## config.mk

```make
export PLATFORM = sky130hd
export DESIGN_NAME = counter_mod_ud_flat
export DESIGN_NICKNAME = d
export VERILOG_FILES = /design/src/rtl/counter_pkg.sv /design/src/rtl/counter_mod_ud_if.sv /design/src/rtl/counter_next_val.sv /design/src/rtl/counter_mod_ud.sv /design/src/flat_wrapper.sv
export SDC_FILE = /design/constraint.sdc
export NUM_CORES = 1
export LEC_CHECK = 0
export ABC_AREA = 0
export CAP_MARGIN = 30
export CORE_UTILIZATION = 25
export DETAILED_ROUTE_END_ITERATION = 10
export GPL_ROUTABILITY_DRIVEN = 0
export PLACE_DENSITY_LB_ADDON = 0.12
export SLEW_MARGIN = 10
export SYNTH_ARGS = -nofsm -noshare
export SYNTH_HDL_FRONTEND = slang
export SYNTH_SLANG_ARGS = --single-unit
```

## constraint.sdc

```tcl
create_clock -name clk -period 2.65 [get_ports clk]
set_input_delay 0.53 -clock clk [delete_from_list [all_inputs] [get_ports clk]]
set_output_delay 0.53 -clock clk [all_outputs]
set_load 0.01 [all_outputs]
```

## src/rtl/counter_pkg.sv

```systemverilog
// Shared constants for the modulo up/down counter family.
package counter_pkg;

  localparam logic DIR_DOWN = 1'b0;
  localparam logic DIR_UP   = 1'b1;

  localparam int MODE_WRAP = 0;
  localparam int MODE_SAT  = 1;

endpackage

```

## src/rtl/counter_mod_ud_if.sv

```systemverilog
// Control/status bundle between the maze controller and one counter instance.
interface counter_mod_ud_if #(
    parameter int WIDTH = 4
);
    // Control strobes are level-sampled on every rising clk edge; there is no
    // handshake, the counter acts on whatever is presented at the edge.
    logic             rstcnt;
    logic             ldcnt;
    logic             enCnt;
    logic             upDown;
    logic [WIDTH-1:0] parIn;
    logic [WIDTH-1:0] cnt;
    logic             carryOut;
    logic             borrowOut;
    logic             tc;

    modport master (
        output rstcnt, ldcnt, enCnt, upDown, parIn,
        input  cnt, carryOut, borrowOut, tc
    );

    modport slave (
        input  rstcnt, ldcnt, enCnt, upDown, parIn,
        output cnt, carryOut, borrowOut, tc
    );
endinterface

```

## src/rtl/counter_next_val.sv

```systemverilog
// Combinational next-count logic for one enabled step, with wrap/saturate and
// boundary event detection.
module counter_next_val
    import counter_pkg::*;
#(
    parameter int WIDTH    = 4,
    parameter int MAX_VAL  = 2**WIDTH - 1,
    parameter int SATURATE = MODE_WRAP
) (
    input  logic [WIDTH-1:0] cnt,
    input  logic             upDown,
    output logic [WIDTH-1:0] next_cnt,
    output logic             carry_evt,
    output logic             borrow_evt
);
    localparam logic [WIDTH:0]   MAX_EXT = (WIDTH+1)'(MAX_VAL);
    localparam logic [WIDTH-1:0] MAX_CNT = WIDTH'(MAX_VAL);

    logic [WIDTH:0] cntExt;
    logic [WIDTH:0] incExt;
    logic [WIDTH:0] decExt;

    // One extra bit keeps MAX_VAL = 2**WIDTH-1 distinguishable from a wrap.
    always_comb begin
        cntExt     = {1'b0, cnt};
        incExt     = cntExt + (WIDTH+1)'(1);
        decExt     = cntExt - (WIDTH+1)'(1);
        next_cnt   = cnt;
        carry_evt  = 1'b0;
        borrow_evt = 1'b0;
        if (upDown == DIR_UP) begin
            if (incExt > MAX_EXT) begin
                carry_evt = 1'b1;
                next_cnt  = (SATURATE == MODE_SAT) ? MAX_CNT : '0;
            end else begin
                next_cnt = incExt[WIDTH-1:0];
            end
        end else begin
            if (decExt[WIDTH]) begin
                borrow_evt = 1'b1;
                next_cnt   = (SATURATE == MODE_SAT) ? '0 : MAX_CNT;
            end else begin
                next_cnt = decExt[WIDTH-1:0];
            end
        end
    end
endmodule

```

## src/rtl/counter_mod_ud.sv

```systemverilog
// WIDTH-bit modulo-MAX_VAL up/down counter with clear, clamped load,
// wrap/saturate mode, registered carry/borrow pulses and a live terminal count.
module counter_mod_ud
    import counter_pkg::*;
#(
    parameter int WIDTH    = 4,
    parameter int MAX_VAL  = 2**WIDTH - 1,
    parameter int SATURATE = MODE_WRAP
) (
    input logic              clk,
    input logic              rst,
    counter_mod_ud_if.slave  bus
);
    localparam logic [WIDTH:0]   MAX_EXT = (WIDTH+1)'(MAX_VAL);
    localparam logic [WIDTH-1:0] MAX_CNT = WIDTH'(MAX_VAL);

    logic [WIDTH-1:0] cntQ;
    logic             carryQ;
    logic             borrowQ;
    logic [WIDTH-1:0] nextCnt;
    logic             carryEvt;
    logic             borrowEvt;

    counter_next_val #(
        .WIDTH    (WIDTH),
        .MAX_VAL  (MAX_VAL),
        .SATURATE (SATURATE)
    ) u_next (
        .cnt        (cntQ),
        .upDown     (bus.upDown),
        .next_cnt   (nextCnt),
        .carry_evt  (carryEvt),
        .borrow_evt (borrowEvt)
    );

    always_ff @(posedge clk) begin
        if (rst || bus.rstcnt) begin
            cntQ    <= '0;
            carryQ  <= 1'b0;
            borrowQ <= 1'b0;
        end else if (bus.ldcnt) begin
            // Out-of-range loads clamp so the count never leaves 0..MAX_VAL.
            cntQ    <= ({1'b0, bus.parIn} > MAX_EXT) ? MAX_CNT : bus.parIn;
            carryQ  <= 1'b0;
            borrowQ <= 1'b0;
        end else if (bus.enCnt) begin
            cntQ    <= nextCnt;
            carryQ  <= carryEvt;
            borrowQ <= borrowEvt;
        end else begin
            carryQ  <= 1'b0;
            borrowQ <= 1'b0;
        end
    end

    assign bus.cnt       = cntQ;
    assign bus.carryOut  = carryQ;
    assign bus.borrowOut = borrowQ;
    assign bus.tc        = (bus.upDown == DIR_UP) ? (cntQ == MAX_CNT) : (cntQ == '0);
endmodule

```

## src/flat_wrapper.sv

```systemverilog
// flat-port wrapper written by rule: the top's interface ports become plain ports
module counter_mod_ud_flat import counter_pkg::*;
#(
    parameter int WIDTH    = 4,
    parameter int MAX_VAL  = 2**WIDTH - 1,
    parameter int SATURATE = MODE_WRAP
)
  (clk, rst, bus_rstcnt, bus_ldcnt, bus_enCnt, bus_upDown, bus_parIn, bus_cnt, bus_carryOut, bus_borrowOut, bus_tc);
  counter_mod_ud_if #(.WIDTH(WIDTH)) bus_i ();
  input logic clk;
  input logic rst;
  input wire logic [$bits(bus_i.rstcnt)-1:0] bus_rstcnt;
  input wire logic [$bits(bus_i.ldcnt)-1:0] bus_ldcnt;
  input wire logic [$bits(bus_i.enCnt)-1:0] bus_enCnt;
  input wire logic [$bits(bus_i.upDown)-1:0] bus_upDown;
  input wire logic [$bits(bus_i.parIn)-1:0] bus_parIn;
  output wire logic [$bits(bus_i.cnt)-1:0] bus_cnt;
  output wire logic [$bits(bus_i.carryOut)-1:0] bus_carryOut;
  output wire logic [$bits(bus_i.borrowOut)-1:0] bus_borrowOut;
  output wire logic [$bits(bus_i.tc)-1:0] bus_tc;
  assign bus_i.rstcnt = bus_rstcnt;
  assign bus_i.ldcnt = bus_ldcnt;
  assign bus_i.enCnt = bus_enCnt;
  assign bus_i.upDown = bus_upDown;
  assign bus_i.parIn = bus_parIn;
  assign bus_cnt = bus_i.cnt;
  assign bus_carryOut = bus_i.carryOut;
  assign bus_borrowOut = bus_i.borrowOut;
  assign bus_tc = bus_i.tc;
  counter_mod_ud #(.WIDTH(WIDTH), .MAX_VAL(MAX_VAL), .SATURATE(SATURATE)) u_core (.clk(clk), .rst(rst), .bus(bus_i));
endmodule
```

==> impl_metrics.ini, run 1 <==
[status]
status = complete, no violations

[power_and_ir_drop]
p_leak_nw = 0.272
powerDensity_mw_per_mm2 = 373
p_comb_share_pct = 27.7
p_sw_share_pct = 28.1
internal_power_uw = 184
pwr-share-seq_pct = 40.1
ir_worst_vdd_mv = 0.290
p_clk_share_pct = 32.3
switchingPower_uw = 71.7

[worst_setup_path]
startpoint_type = primary input
cp.arrival_ns = 1.86
crit_fanout = 4
r2r_slack_ns = 0.73
critPathKind = in -> out
cp_data_required_time_ns = 2.12
cp-end-kind = output pin

[sta]
rsz0062_at_grt = no
period_needed_ns = 2.39
slew_headroom_pct = 76.2
maxSlewViolCount = 0
finalCritPeriodShare_pct = 90.4
fin_worst_skew_ns = 0.00278
hold_viol_final = 0
max_clock_freq_ghz = 0.418
setup_tns_ns = 0
finalSetupViolations = 0
tightest_slew_ns = 0.356

[clocking]
clk_latency_ns = 0.24
cts_hold_buf = 0
cts_buffer_depth = 2
postCtsSetupRepairBufs = 0
path_clk_slew_ns = 0.04
post_cts_resized = 0
numCtsBuffers = 3
cts_sinks = 6
htree_levels = 1
cts_root_buf = clkbuf_4
cts_tree = built

[synth]
synth_area_um2 = 493
synth_fp_nets = 76
yosysTopAreaCellShare_pct = 24.4
syn_inst = 62
ys_ff_latch = 6
synthTopCellsByCount = nand2_1 (7), dfxtp_1 (6), o21ai_0 (6)
avgSynthCellArea_um2 = 7.95
ys_types = 29
synth_async_sr_flop_share_pct = 0
yosysSeqAreaShare_pct = 24.4
yosysMostFrequentCell = nand2_1
synth_edf_count = 0
synth_ff_type = dfxtp_1
yosys.area.top_type = dfxtp_1
ys_warn_count = 0
synth_top_cells_by_area = dfxtp_1 (24%), ha_1 (10%), o21ai_0 (6.1%)

[global_route]
grt_overflow = 0
antenna_found_initial = 0
first_global_vias = 397
grt_max_degree = 11
grt_pass1_wl_um = 1930
grt_use_total_pct = 12.9

[routing]
drc = 0
vias = 488
drt_first_pass_iters = 4
drt-wirelength-per-cell_um = 11.2
ant_nets = 0
drt-total-wl_um = 1150
viasPerCell = 4.74
dr.first_iter.drc_count = 12

[floorplanning]
die_h_um = 46.4
start_util_pct = 27.6
fp.coreArea_mm2 = 0.00178
io_pins = 17
die-area_mm2 = 0.00215
die_x_um = 46.4
rows = 15

[layout]
area_delta_synth_final_pct = 39.1
drive_gt1_share_pct = 11.5
seq_area_um2 = 120
antenna_cells = 0
fillers = 194
multiInputGateArea_um2 = 329
stdcell_area_um2 = 686
nNetsFinal = 94

[worst_hold_path]
hold_class = reg -> reg

[placed_design]
hpwl_um = 905
place_area_um2 = 663
port_buffers = 16

[job]
maxCapViolCount = 0
-- per-layer routing --
metal	share of wire [%]	wire length [um]	track usage, %	vias to the layer above
met1	50	580	17.0	213
li1	-	-	-	259
met3	8.2	95	7.45	2
met4	0.35	4	1.76	0
met5	0	0	0	-
met2	41	474	18.3	14
-- through the flow --
stage / std cells / setup slack, ns / total power [mW] / hold slack, ns / utilization, %
after floorplan: 62 / 0.821 / 0.143 / 0.644 / -
after global placement: 100 / 0.277 / 0.175 / 0.642 / 37.2
after detailed placement: 100 / 0.248 / 0.175 / 0.636 / 37.2
after CTS: 103 / 0.246 / 0.261 / 0.648 / 38.5
after global routing: 103 / 0.124 / 0.278 / 0.709 / 38.5
final: 103 / 0.255 / 0.255 / 0.643 / 38.5
-- sequential cells by signal, summed over array words and instances, names as in the netlist --
name,cells
u_core.bus.cnt,4
u_core.bus.borrowOut,1
u_core.bus.carryOut,1
-- cell usage in the layout, fill, tap and decap left out, drive strengths merged, types with 2 or more instances in the layout --
master / synthesis / layout
nand3: 4 / 4
a21oi: 2 / 2
nor3: 4 / 4
clkbuf: 0 / 3
inv: 4 / 4
dfxtp: 6 / 6
clkdlybuf4s50: 0 / 16
o21ai: 6 / 6
nand4: 2 / 2
ha: 4 / 4
nand2: 7 / 7
nor2: 4 / 4
-- cells by family (layout without fill, tap and decap cells) --
| family | count (synthesis) | count (layout) | share of synthesized area [%] |
|---|---|---|---|
| and+or+nand+nor | 24 | 24 | 26.4 |
| AOI/OAI and AO/OA | 17 | 17 | 24.4 |
| buffers and inverters | 8 | 24 | 8.88 |
| DFF | 6 | 6 | 24.4 |
| adders and majority gates | 5 | 5 | 12.4 |
| xor gates and xnor gates | 2 | 2 | 3.55 |
-- power by group through the flow --
stage,Combinational (mW),Clock [mW],Sequential (mW)
5_1_grt,0.0784,0.0963,0.103
6_report,0.0706,0.0824,0.102
4_1_cts,0.0709,0.0881,0.102
3_5_place_dp,0.0703,0,0.104
2_1_floorplan,0.0418,0,0.101
3_3_place_gp,0.0712,0,0.104
-- final timing paths --
kind                      from                  end  depth (start not counted)
min          u_core.bus.cnt[3]  u_core.bus.carryOut                          2
max                 bus_upDown               bus_tc                          5
max reg2reg  u_core.bus.cnt[0]    u_core.bus.cnt[1]                          6
min reg2reg  u_core.bus.cnt[3]  u_core.bus.carryOut                          2
-- area by class of cell --
class | count | area share (%)
Tap cell | 25 | 4.56
Timing Repair Buffer | 17 | 24.5
Inverter | 4 | 2.19
Sequential cell | 6 | 17.5
Clock buffer | 3 | 3.28
Multi-Input combinational cell | 48 | 48.0
-- worst max-delay path, cell delays in order --
cell and delay (ns):
clkdlybuf4s50_1 0.45, nor3_2 0.21, nand2_1 0.09, nand2_1 0.06
clkdlybuf4s50_1 0.52
Note: power is estimated with default switching activity, not from simulation.
==> run 2, diff against run 1 <==
--- a/config.mk
+++ b/config.mk
@@ -11,6 +11,7 @@
 export DETAILED_ROUTE_END_ITERATION = 10
 export GPL_ROUTABILITY_DRIVEN = 0
 export PLACE_DENSITY_LB_ADDON = 0.12
+export REMOVE_ABC_BUFFERS = 1
 export SLEW_MARGIN = 10
 export SYNTH_ARGS = -nofsm -noshare
 export SYNTH_HDL_FRONTEND = slang
==> run 2 against run 1 <==
Largest power group unchanged. Cell count unchanged. Flip-flop and latch count is the same. Worst setup slack worse by 0.016 ns. Clock-buffer cell count did not move.
==> impl_metrics.ini, run 2 (synthesis results as in run 1) <==
[status]
status = complete, no violations

[layout]
layout_commonest_cell = clkdlybuf4s50_1
area_delta_synth_final_pct = 39.1
utilization_pct = 38.5
drive_gt1_share_pct = 11.5
antenna_cells = 0
stdcell_area_um2 = 686
nNetsFinal = 94
mostFrequentLayoutCells = clkdlybuf4s50_1 (16), nand2_1 (7), o21ai_0 (6), dfxtp_1 (6)
largest_reg_flops = 4

[sta]
hold_viol_final = 0
fin_worst_skew_ns = 0.00284
tightest_slew_ns = 0.363
finalSetupViolations = 0
slew_headroom_pct = 75.8
maxSlewViolCount = 0
rsz0062_at_grt = no
finalCritPeriodShare_pct = 91.0
period_needed_ns = 2.41
setup_tns_ns = 0
max_clock_freq_ghz = 0.415

[clocking]
post_cts_resized = 0
postCtsSetupRepairBufs = 0
cts_tree = built
numCtsBuffers = 3
cts_root_buf = clkbuf_4
cts_buffer_depth = 2
htree_levels = 1
cts_hold_buf = 0
clk_latency_ns = 0.24
path_clk_slew_ns = 0.04
cts_sinks = 6

[placed_design]
hpwl_um = 910
port_buffers = 16
place_area_um2 = 663

[routing]
viasPerCell = 4.79
vias = 493
drc = 0
ant_nets = 0
drt_first_pass_iters = 4
dr.first_iter.drc_count = 17
drt-wirelength-per-cell_um = 11.5
drt-total-wl_um = 1180

[floorplanning]
fp.coreArea_mm2 = 0.00178
die-area_mm2 = 0.00215
rows = 15
io_pins = 17
die_x_um = 46.4
start_util_pct = 27.6
die_h_um = 46.4

[worst_setup_path]
critPathKind = in -> out
path_cells = clkdlybuf4s50_1, nor3_2, nand2_1, nand2_1, clkdlybuf4s50_1
path_delay_family = buffers and inverters
cp_slowest_cell = clkdlybuf4s50_1
cp_data_required_time_ns = 2.12
crit_fanout = 4
cp-end-kind = output pin
cp.arrival_ns = 1.88
path_buf_inv = 2
max_stage_delay_ns = 0.52
startpoint_type = primary input

[global_route]
grt_pass1_wl_um = 1840
first_global_vias = 446
grt_overflow = 0
grt_use_total_pct = 12.1
grt_max_degree = 11
antenna_found_initial = 0

[job]
maxCapViolCount = 0

[worst_hold_path]
hold_class = reg -> reg

[power_and_ir_drop]
powerDensity_mw_per_mm2 = 373
p_leak_nw = 0.272
ir_worst_vdd_mv = 0.247
==> run 2: cell counts in the layout (fill, tap and decap cells not counted) <==
Identical to the previous run, type by type.
==> run 2: worst paths after layout <==
check	start	end	slack, ns	depth (start not counted)
worst min register to register	u_core.bus.cnt[3]	u_core.bus.carryOut	0.65	2
worst max-delay path	bus_upDown	bus_tc	0.24	5
worst max register to register	u_core.bus.cnt[0]	u_core.bus.cnt[1]	0.69	6
worst min-delay path	u_core.bus.cnt[3]	u_core.bus.carryOut	0.65	2
==> run 2: worst reg2reg max path: cells and delay by family (launching register included) <==
family | cells | cell delay, ns
fa+ha+maj | 2 | 0.70
flops | 1 | 0.48
compound gates | 2 | 0.38
buf+inv | 1 | 0.17
simple gates | 1 | 0.17
==> run 2: metrics by stage <==
step	cells	setup slack [ns]	hold slack (ns)	power (mW)
2_1_floorplan	58	0.821	0.591	0.137
3_3_place_gp	100	0.277	0.642	0.176
3_5_place_dp	100	0.246	0.633	0.175
4_1_cts	103	0.246	0.641	0.261
5_1_grt	103	0.164	0.666	0.271
6_report	103	0.239	0.648	0.256
==> run 2: final cells by class <==
class | count | area [um2]
clock buffers | 3 | 22.5
fillers | 183 | 1100
inverters | 4 | 15.0
multi-input cells | 48 | 329
flip-flops and latches | 6 | 120
well taps | 25 | 31.3
repair buffers | 17 | 168
==> run 2: layer usage <==
metal | up-vias | track usage (%) | share of wire, %
li1 | 259 | - | -
met1 | 226 | 14.5 | 51
met2 | 8 | 19.7 | 45
met3 | 0 | 5.88 | 3.9
met4 | 0 | 1.76 | 0
met5 | - | 0 | 0
==> run 2: where the power goes <==
| part | switching [mW] | internal, mW | total, mW |
|---|---|---|---|
| registers | 0.00848 | 0.0943 | 0.103 |
| logic | 0.0323 | 0.0383 | 0.0706 |
| clock network | 0.0311 | 0.0511 | 0.0822 |
| total | 0.0719 | 0.184 | 0.256 |
==> run 3, diff against run 2 <==
==> constraint.sdc (replaced) <==
create_clock -name clk -period 2.3 [get_ports clk]
set_input_delay 0.46 -clock clk [delete_from_list [all_inputs] [get_ports clk]]
set_output_delay 0.46 -clock clk [all_outputs]
set_load 0.01 [all_outputs]
==> run 3 against run 2 <==
Global-route usage increased by 1.2 points. Clock-buffer cell count unchanged. Final area increased by 3.3%. Die area unchanged. Critical path depth unchanged. Wire length increased by 2.4%. Sequential power increased by 15%. Via count increased by 5.5%. Register-to-register slack got worse by 0.34 ns. Non-clock buffer count increased by 3. Combinational power increased by 21%. Critical path type unchanged.
==> impl_metrics.ini, run 3 (synthesis results as in run 1) <==
[floorplanning]
die_h_um = 46.4
start_util_pct = 27.6
fp.coreArea_mm2 = 0.00178
die_x_um = 46.4
rows = 15
io_pins = 17
die-area_mm2 = 0.00215

[clocking]
post_cts_resized = 0
htree_levels = 1
numCtsBuffers = 3
cts_root_buf = clkbuf_4
cts_tree = built
path_clk_slew_ns = 0.04
cts_hold_buf = 0
cts_buffer_depth = 2
postCtsSetupRepairBufs = 0
clk_latency_ns = 0.24
cts_sinks = 6

[placed_design]
hpwl_um = 921
port_buffers = 16

[global_route]
antenna_found_initial = 0
first_global_vias = 460
grt_pass1_wl_um = 1950
grt_overflow = 0
grt_use_total_pct = 13.3
grt_max_degree = 11

[routing]
viasPerCell = 4.91
route.met3.wl_um = 85
vias = 520
drc = 0
wl_met1_um = 544
drt-total-wl_um = 1210
dr.first_iter.drc_count = 11
drt_first_pass_iters = 4
top_layer = met4
drt-wirelength-per-cell_um = 11.4
ant_nets = 0
met2_length_um = 573

[sta]
fin_worst_skew_ns = 0.00414
slew_headroom_pct = 74.9
period_needed_ns = 2.20
hold_ws_ns = 0.641
hold_viol_final = 0
finalCritPeriodShare_pct = 95.9
max_clock_freq_ghz = 0.454
setup_tns_ns = 0
finalSetupViolations = 0
tightest_slew_ns = 0.377
rsz0062_at_grt = no
maxSlewViolCount = 0

[status]
status = complete, no violations

[job]
maxCapViolCount = 0

[worst_setup_path]
startpoint_type = primary input
critPathKind = in -> out
cp_data_required_time_ns = 1.84
cp.arrival_ns = 1.74
crit_fanout = 4
cp-end-kind = output pin

[layout]
nNetsFinal = 97
mostFrequentLayoutCells = clkdlybuf4s50_1 (16), nand2_1 (7), o21ai_0 (6), dfxtp_1 (6)
drive_gt1_share_pct = 14.8
area_delta_synth_final_pct = 43.7
antenna_cells = 0
multiInputGateArea_um2 = 329
largest_reg_flops = 4
layout_commonest_cell = clkdlybuf4s50_1
fillers = 198
utilization_pct = 39.7
seq_area_um2 = 120

[worst_hold_path]
hold_class = reg -> reg

[power_and_ir_drop]
powerDensity_mw_per_mm2 = 423
ir_worst_vdd_mv = 0.267
p_leak_nw = 0.286
==> run 3: cell types whose count changed in the layout (fill, tap and decap cells not counted) <==
cell / before / now
buf_4: 1 / 4
==> run 3: report_power, final <==
group          leakage, nW  internal [mW]  switching [mW]  total [mW]
Sequential          0.0490          0.109         0.00975       0.118
Clock               0.0138         0.0589          0.0364      0.0954
Combinational        0.223         0.0481          0.0374      0.0855
==> run 3: cell type report <==
| cell class | count | share of cell area (%) |
|---|---|---|
| timing repair buffer | 20 | 26.9 |
| sequential | 6 | 17.0 |
| clock buffer | 3 | 3.18 |
| inverter | 4 | 2.12 |
| multi-input combinational | 48 | 46.5 |
| tap | 25 | 4.42 |
==> run 3: through the flow <==
stage,power (mW),setup slack [ns],instance area (um2),cells
2_1_floorplan,0.157,0.471,464,58
3_3_place_gp,0.207,0.130,686,103
3_5_place_dp,0.206,0.0789,686,103
4_1_cts,0.305,0.0767,708,106
5_1_grt,0.321,0.0224,708,106
6_report,0.299,0.0953,708,106
==> run 3: final timing paths <==
| check | startpoint | to | slack, ns | depth (start not counted) |
|---|---|---|---|---|
| min reg2reg | u_core.bus.cnt[3] | u_core.bus.carryOut | 0.64 | 2 |
| max | bus_upDown | bus_tc | 0.1 | 5 |
| min | u_core.bus.cnt[3] | u_core.bus.carryOut | 0.64 | 2 |
| max reg2reg | u_core.bus.cnt[0] | u_core.bus.cnt[1] | 0.35 | 6 |
==> run 3: worst max-delay path, cell delays in order <==
cell and delay [ns]:
clkdlybuf4s50_1 0.47, nor3_2 0.16, nand2_1 0.07, nand2_1 0.05
clkdlybuf4s50_1 0.52
==> run 3: per-layer routing <==
layer,vias to the layer above,track usage (%)
met4,0,1.76
met5,-,0
li1,262,-
met3,2,8.24
met2,15,19.7
met1,241,16.5
